### src/rtl/audio_pkg.sv
// Shared audio definitions for the playback path: sample type and I2S framing constants.
package audio_pkg;

    typedef shortint sample_t;

    localparam int SLOT_BITS      = 32;
    localparam int FRAME_BITS     = 64;
    localparam int MCLK_PER_FRAME = 256;

endpackage

### src/rtl/i2s_playback_tx_if.sv
// Sample-pair handshake between an audio source (master) and the I2S transmitter (slave).
interface i2s_playback_tx_if
    import audio_pkg::*;
#(
    parameter int SAMPLE_BITS = 16
) ();

    logic [SAMPLE_BITS-1:0] sample_l;
    logic [SAMPLE_BITS-1:0] sample_r;
    logic                   valid;
    logic                   ready;

    modport master (output sample_l, output sample_r, output valid, input ready);
    modport slave  (input sample_l, input sample_r, input valid, output ready);

endinterface

### src/rtl/i2s_clock_gen.sv
// Frame phase counter: derives the bit index, the next bclk/pblrc levels and the frame load strobe.
module i2s_clock_gen
    import audio_pkg::*;
#(
    parameter int BCLK_DIV = 4
) (
    input  logic       mclk,
    input  logic       rst,
    output logic [5:0] bit_idx,
    output logic       bclk_next,
    output logic       pblrc_next,
    output logic       load
);

    localparam int CNT_W = $clog2(BCLK_DIV * FRAME_BITS);
    localparam int DIV_W = $clog2(BCLK_DIV);

    logic [CNT_W-1:0] cnt;

    // Free-running phase counter; wraps naturally because the frame length is a power of two.
    always_ff @(posedge mclk) begin
        if (rst) begin
            cnt <= '0;
        end else begin
            cnt <= cnt + 1'b1;
        end
    end

    assign bit_idx    = cnt[CNT_W-1:DIV_W];
    assign bclk_next  = cnt[DIV_W-1];
    assign pblrc_next = bit_idx[5];
    assign load       = (cnt == '1);

endmodule

### src/rtl/i2s_playback_tx.sv
// Playback I2S transmitter: one-deep sample buffer, frame register and Philips-format serializer.
module i2s_playback_tx
    import audio_pkg::*;
#(
    parameter int SAMPLE_BITS       = 16,
    parameter int BCLK_DIV          = 4,
    parameter int UNDERRUN_CNT_BITS = 16
) (
    input  logic                         mclk,
    input  logic                         rst,
    i2s_playback_tx_if.slave             smp,
    output logic                         bclk,
    output logic                         pblrc,
    output logic                         pbdat,
    output logic                         frame_start,
    output logic                         underrun,
    output logic [UNDERRUN_CNT_BITS-1:0] underrun_count
);

    logic [5:0]             bit_idx;
    logic                   bclk_next;
    logic                   pblrc_next;
    logic                   load;

    logic [SAMPLE_BITS-1:0] hold_l;
    logic [SAMPLE_BITS-1:0] hold_r;
    logic                   hold_full;
    logic [SAMPLE_BITS-1:0] frm_l;
    logic [SAMPLE_BITS-1:0] frm_r;

    logic                   xfer;
    logic [4:0]             slot_pos;
    logic [4:0]             slot_bit;
    logic [SLOT_BITS-1:0]   slot_word;
    logic                   pbdat_next;

    i2s_clock_gen #(
        .BCLK_DIV (BCLK_DIV)
    ) u_clock_gen (
        .mclk       (mclk),
        .rst        (rst),
        .bit_idx    (bit_idx),
        .bclk_next  (bclk_next),
        .pblrc_next (pblrc_next),
        .load       (load)
    );

    // The load cycle frees the buffer, so a new pair can be taken in the same cycle.
    assign smp.ready   = !rst && (!hold_full || load);
    assign xfer        = smp.valid && smp.ready;
    assign frame_start = load && !rst;
    assign underrun    = load && !rst && !hold_full;

    // Serializer mux: the sample sits left-justified in a 32-bit slot, so slot position s
    // maps to slot bit 32-s (taken mod 32); position 0 is the one-bclk I2S delay.
    always_comb begin
        slot_pos   = bit_idx[4:0];
        slot_bit   = 5'd0 - slot_pos;
        slot_word  = bit_idx[5] ? {frm_r, {(SLOT_BITS-SAMPLE_BITS){1'b0}}}
                                : {frm_l, {(SLOT_BITS-SAMPLE_BITS){1'b0}}};
        pbdat_next = (slot_pos != 5'd0) && slot_word[slot_bit];
    end

    // I2S output registers, one mclk behind the phase counter.
    always_ff @(posedge mclk) begin
        if (rst) begin
            bclk  <= 1'b0;
            pblrc <= 1'b0;
            pbdat <= 1'b0;
        end else begin
            bclk  <= bclk_next;
            pblrc <= pblrc_next;
            pbdat <= pbdat_next;
        end
    end

    // Holding buffer, frame register and saturating underrun counter.
    always_ff @(posedge mclk) begin
        if (rst) begin
            hold_l         <= '0;
            hold_r         <= '0;
            hold_full      <= 1'b0;
            frm_l          <= '0;
            frm_r          <= '0;
            underrun_count <= '0;
        end else begin
            if (xfer) begin
                hold_l    <= smp.sample_l;
                hold_r    <= smp.sample_r;
                hold_full <= 1'b1;
            end else if (load) begin
                hold_full <= 1'b0;
            end
            if (load) begin
                if (hold_full) begin
                    frm_l <= hold_l;
                    frm_r <= hold_r;
                end else begin
                    frm_l <= '0;
                    frm_r <= '0;
                    if (underrun_count != '1) begin
                        underrun_count <= underrun_count + 1'b1;
                    end
                end
            end
        end
    end

endmodule

### src/flat_wrapper.sv
// flat-port wrapper written by rule: the top's interface ports become plain ports
module i2s_playback_tx_flat import audio_pkg::*;
#(
    parameter int SAMPLE_BITS       = 16,
    parameter int BCLK_DIV          = 4,
    parameter int UNDERRUN_CNT_BITS = 16
)
  (mclk, rst, bclk, pblrc, pbdat, frame_start, underrun, underrun_count, smp_sample_l, smp_sample_r, smp_valid, smp_ready);
  i2s_playback_tx_if #(.SAMPLE_BITS(SAMPLE_BITS)) smp_i ();
  input  logic mclk;
  input  logic rst;
  output logic bclk;
  output logic pblrc;
  output logic pbdat;
  output logic frame_start;
  output logic underrun;
  output logic [UNDERRUN_CNT_BITS-1:0] underrun_count;
  input wire logic [$bits(smp_i.sample_l)-1:0] smp_sample_l;
  input wire logic [$bits(smp_i.sample_r)-1:0] smp_sample_r;
  input wire logic [$bits(smp_i.valid)-1:0] smp_valid;
  output wire logic [$bits(smp_i.ready)-1:0] smp_ready;
  assign smp_i.sample_l = smp_sample_l;
  assign smp_i.sample_r = smp_sample_r;
  assign smp_i.valid = smp_valid;
  assign smp_ready = smp_i.ready;
  i2s_playback_tx #(.SAMPLE_BITS(SAMPLE_BITS), .BCLK_DIV(BCLK_DIV), .UNDERRUN_CNT_BITS(UNDERRUN_CNT_BITS)) u_core (.mclk(mclk), .rst(rst), .smp(smp_i), .bclk(bclk), .pblrc(pblrc), .pbdat(pbdat), .frame_start(frame_start), .underrun(underrun), .underrun_count(underrun_count));
endmodule
### config.mk
export PLATFORM = sky130hd
export DESIGN_NAME = i2s_playback_tx_flat
export DESIGN_NICKNAME = d
export VERILOG_FILES = /design/src/rtl/audio_pkg.sv /design/src/rtl/i2s_playback_tx_if.sv /design/src/rtl/i2s_clock_gen.sv /design/src/rtl/i2s_playback_tx.sv /design/src/flat_wrapper.sv
export SDC_FILE = /design/constraint.sdc
export NUM_CORES = 1
export LEC_CHECK = 0
export BUFFER_PORTS_ARGS = -buffer_cell sky130_fd_sc_hd__buf_2
export CELL_PAD_IN_SITES_DETAIL_PLACEMENT = 0
export CELL_PAD_IN_SITES_GLOBAL_PLACEMENT = 1
export CORE_UTILIZATION = 43
export DETAILED_ROUTE_END_ITERATION = 16
export GPL_TIMING_DRIVEN = 0
export PLACE_DENSITY = 0.8
export RECOVER_POWER = 25
export SKIP_CTS_REPAIR_TIMING = 1
export SLEW_MARGIN = 5
export SYNTH_ARGS = -nofsm -noshare
export SYNTH_HDL_FRONTEND = slang
export SYNTH_SLANG_ARGS = --single-unit
### constraint.sdc
create_clock -name mclk -period 3 [get_ports mclk]
set_input_delay 0.45 -clock mclk [delete_from_list [all_inputs] [get_ports mclk]]
set_output_delay 0.45 -clock mclk [all_outputs]
set_load 0.01 [all_outputs]
==> flow_metrics.tcl <==
set metrics [dict create \
    status "completed" \
    hp-class "in -> reg" \
    ir_worst_vdd_mv 0.281 \
    clkPwrFrac 0.381 \
    fmax_mhz 358 \
    fin_area_um2 4600 \
    cp.required_ns 2.55 \
    synth_top_family_by_area "simple AND/OR/NAND/NOR gates" \
    layout.nets 574 \
    fp.dieW_um 98.6 \
    timing.final.crit_share 0.930 \
    synth_cells 468 \
    remaining_drc_errors 0 \
    fin_skew_ns 0.0120 \
    place_ws_ns 0.414 \
    drtPass1Iterations 4 \
    htreeDepth 3 \
    synthXorXnorAreaFrac 0.0549 \
    cap_viol_max_count 0 \
    grt_pass1_wl_mm 14.7 \
    cts_sinks 92 \
    power.switching_uw 588 \
    final_common_cell "dfxtp_1" \
    area_delta_synth_final_pct 14.6 \
    cts_tree "built" \
    setup_viol 0 \
    synth_cell_types 39 \
    port_buffers 55 \
    grt_max_degree 18 \
    critPathMaxStageDelay_ns 0.43 \
    cts_buffers 9 \
    power.share.sequential 0.555 \
    diodes 0 \
    grt_antenna_before_repair 0 \
    final_cells 647 \
    path_class "reg -> out" \
    worst_path_max_delay_cell "dfxtp_2" \
    synth_fa_ha_area_frac 0.0156 \
    swShare 0.255 \
    cp-end-kind "output port" \
    min_period_ns 2.79 \
    p_int_mw 1.71 \
    layout_common_cells "dfxtp_1 (91), nand3_1 (70), buf_2 (42), clkbuf_1 (40)" \
    p_leak_nw 1.78 \
    coreArea_um2 8890 \
    path_clk_slew_ns 0.09 \
    worstMarginPinSlew_ns 0.597 \
    setup-tns-final_ns 0 \
    cts_max_path_buffers 2 \
    layout_setup_ws_ns 0.209 \
    cts-root-buf "clkbuf_8" \
    routedWlPerCell_um 13.8 \
    ys_seq_area_frac 0.459 \
    syn_area_per_cell_um2 8.57 \
    path_max_fanout 10 \
    place_area_um2 4420 \
    synth-warning-count 0 \
    grt_setup_unrepaired "false" \
    wirelength_mm 8.95 \
    critPathLaunchType "flip-flop" \
    dieArea_um2 9720 \
    grt_usage 0.194 \
    crit_arrival_ns 2.34 \
    io_pins 57 \
    detail_route.vias_per_cell 5.05 \
    syn-num-nets 508 \
    vias 3266 \
    overflow 0 \
    synthMuxAreaShare 0.0493 \
    dp.cells 631 \
    ys_ff_latch 92 \
    insertion_delay_ns 0.37 \
    rows 34 \
    place_congestion 0.812 \
    drv_slew 0 \
    synthSimpleGateAreaFrac 0.223 \
    cellPowerDensity_nw_per_um2 501 \
    p_comb_frac 0.064 \
    cp_cell_sequence "ha_1 -> nand4_4 -> or2_2 -> buf_2 -> clkbuf_1 -> a21oi_1 -> buf_2" \
    dp_hpwl_mm 6.50 \
    crit_top_cell "buf_2" \
    synth_compound_area_frac 0.116 \
    grt_pass1_vias 3017 \
    totalPowerFinal_mw 2.30 \
    dr.first_iter.drc_count 151 \
    hold_viol 0 \
    slew_headroom 0.602 \
    synthesis.area_um2 4010 \
    start_util 0.451 \
    drive_above_1_share 0.135 \
    fp.dieH_um 98.6 \
    final_antenna_net_count 0 \
]
per-stage QoR:
| step | hold slack [ns] | utilization |
|---|---|---|
| after floorplan | 0.413 | - |
| after global placement | 0.428 | 0.497 |
| after CTS | 0.305 | 0.520 |
| after global routing | 0.320 | 0.517 |
| final | 0.319 | 0.517 |
| after detailed placement | 0.434 | 0.497 |
cell families after synthesis:
| group | count (synthesis) |
|---|---|
| buf+inv | 73 |
| xor+xnor | 23 |
| flops | 92 |
| fa+ha+maj | 5 |
| compound gates | 85 |
| mux | 16 |
| simple gates | 174 |
metal layers:
| layer | part of all wire | up-vias | global-route usage | wire length (um) |
|---|---|---|---|---|
| li1 | - | 1729 | - | - |
| met1 | 0.50 | 1475 | 0.261 | 4510 |
| met2 | 0.45 | 53 | 0.314 | 4010 |
| met3 | 0.033 | 9 | 0.0326 | 293 |
| met4 | 0.015 | 0 | 0.0700 | 130 |
| met5 | 0 | - | 0 | 0 |
power by group through the flow:
stage / registers (mW) / clock network (mW) / logic, mW
floorplan: 1.30 / 0 / 0.0988
global placement: 1.30 / 0 / 0.147
detailed placement: 1.31 / 0 / 0.149
CTS: 1.28 / 0.894 / 0.150
global route: 1.28 / 0.943 / 0.169
finish: 1.28 / 0.878 / 0.148
cell usage after synthesis:
library cell / count / area, um^2
ha_1: 5 / 62.6
clkbuf_8: 3 / 41.3
nor3b_1: 7 / 52.6
mux2_2: 4 / 45.0
buf_1: 6 / 22.5
and3_1: 6 / 37.5
nor4_4: 2 / 42.5
clkbuf_1: 18 / 67.6
xnor2_1: 4 / 35.0
nand4_4: 1 / 21.3
inv_1: 38 / 143
xnor2_4: 1 / 27.5
a31oi_1: 1 / 6.26
nand3_1: 70 / 350
nor4_1: 1 / 6.26
xor2_1: 18 / 158
mux2i_1: 10 / 100
a22oi_1: 2 / 15.0
nand3b_1: 2 / 15.0
nor3_1: 5 / 25.0
nand4b_1: 1 / 8.76
buf_6: 2 / 22.5
clkinv_1: 1 / 3.75
o21ai_1: 3 / 15.0
buf_2: 5 / 25.0
nand2_1: 38 / 143
or2_2: 2 / 12.5
nand4_1: 4 / 25.0
nor2_1: 27 / 101
dfxtp_1: 92 / 1840
and2_1: 2 / 12.5
o221ai_1: 1 / 8.76
o21ai_0: 32 / 160
and4_1: 2 / 17.5
nor2b_1: 4 / 25.0
o2111ai_1: 5 / 43.8
o211ai_1: 5 / 37.5
a21oi_1: 36 / 180
mux4_1: 2 / 52.6
final timing paths:
kind                                           startpoint                         to  slack [ns]  cells after the start
worst min register to register  u_core.u_clock_gen.cnt[0]  u_core.u_clock_gen.cnt[0]        0.45                      1
worst max-delay path            u_core.u_clock_gen.cnt[2]                  smp_ready        0.21                      7
worst max register to register  u_core.u_clock_gen.cnt[2]               u_core.pbdat        0.52                      8
worst min-delay path                      smp_sample_r[7]           u_core.hold_r[7]        0.32                      3
critical path: cells and delay by family, from the launching register on:
kind	cells	cell delay [ns]
simple gates	2	0.52
buf+inv	3	0.58
fa+ha+maj	1	0.23
flops	1	0.43
compound gates	1	0.21
registers in the layout, summed over array words and instances (netlist names):
| name | flops |
|---|---|
| u_core.underrun_count | 16 |
| u_core.u_clock_gen.cnt | 8 |
| u_core.hold_r | 16 |
| u_core.pblrc | 1 |
| u_core.hold_full | 1 |
| u_core.hold_l | 16 |
| u_core.frm_r | 16 |
| u_core.frm_l | 16 |
| u_core.pbdat | 1 |
| u_core.bclk | 1 |
final cells by class:
class                   instances  area, um^2
flip-flops and latches         92        1840
well taps                     108         135
multi-input cells             303        1840
plain buffers                  34         169
clock inverters                 7        82.6
repair buffers                 55         253
inverters                      39         146
clock buffers                   9         124
fillers                       880        4300
(Power assumes the default switching activity.)
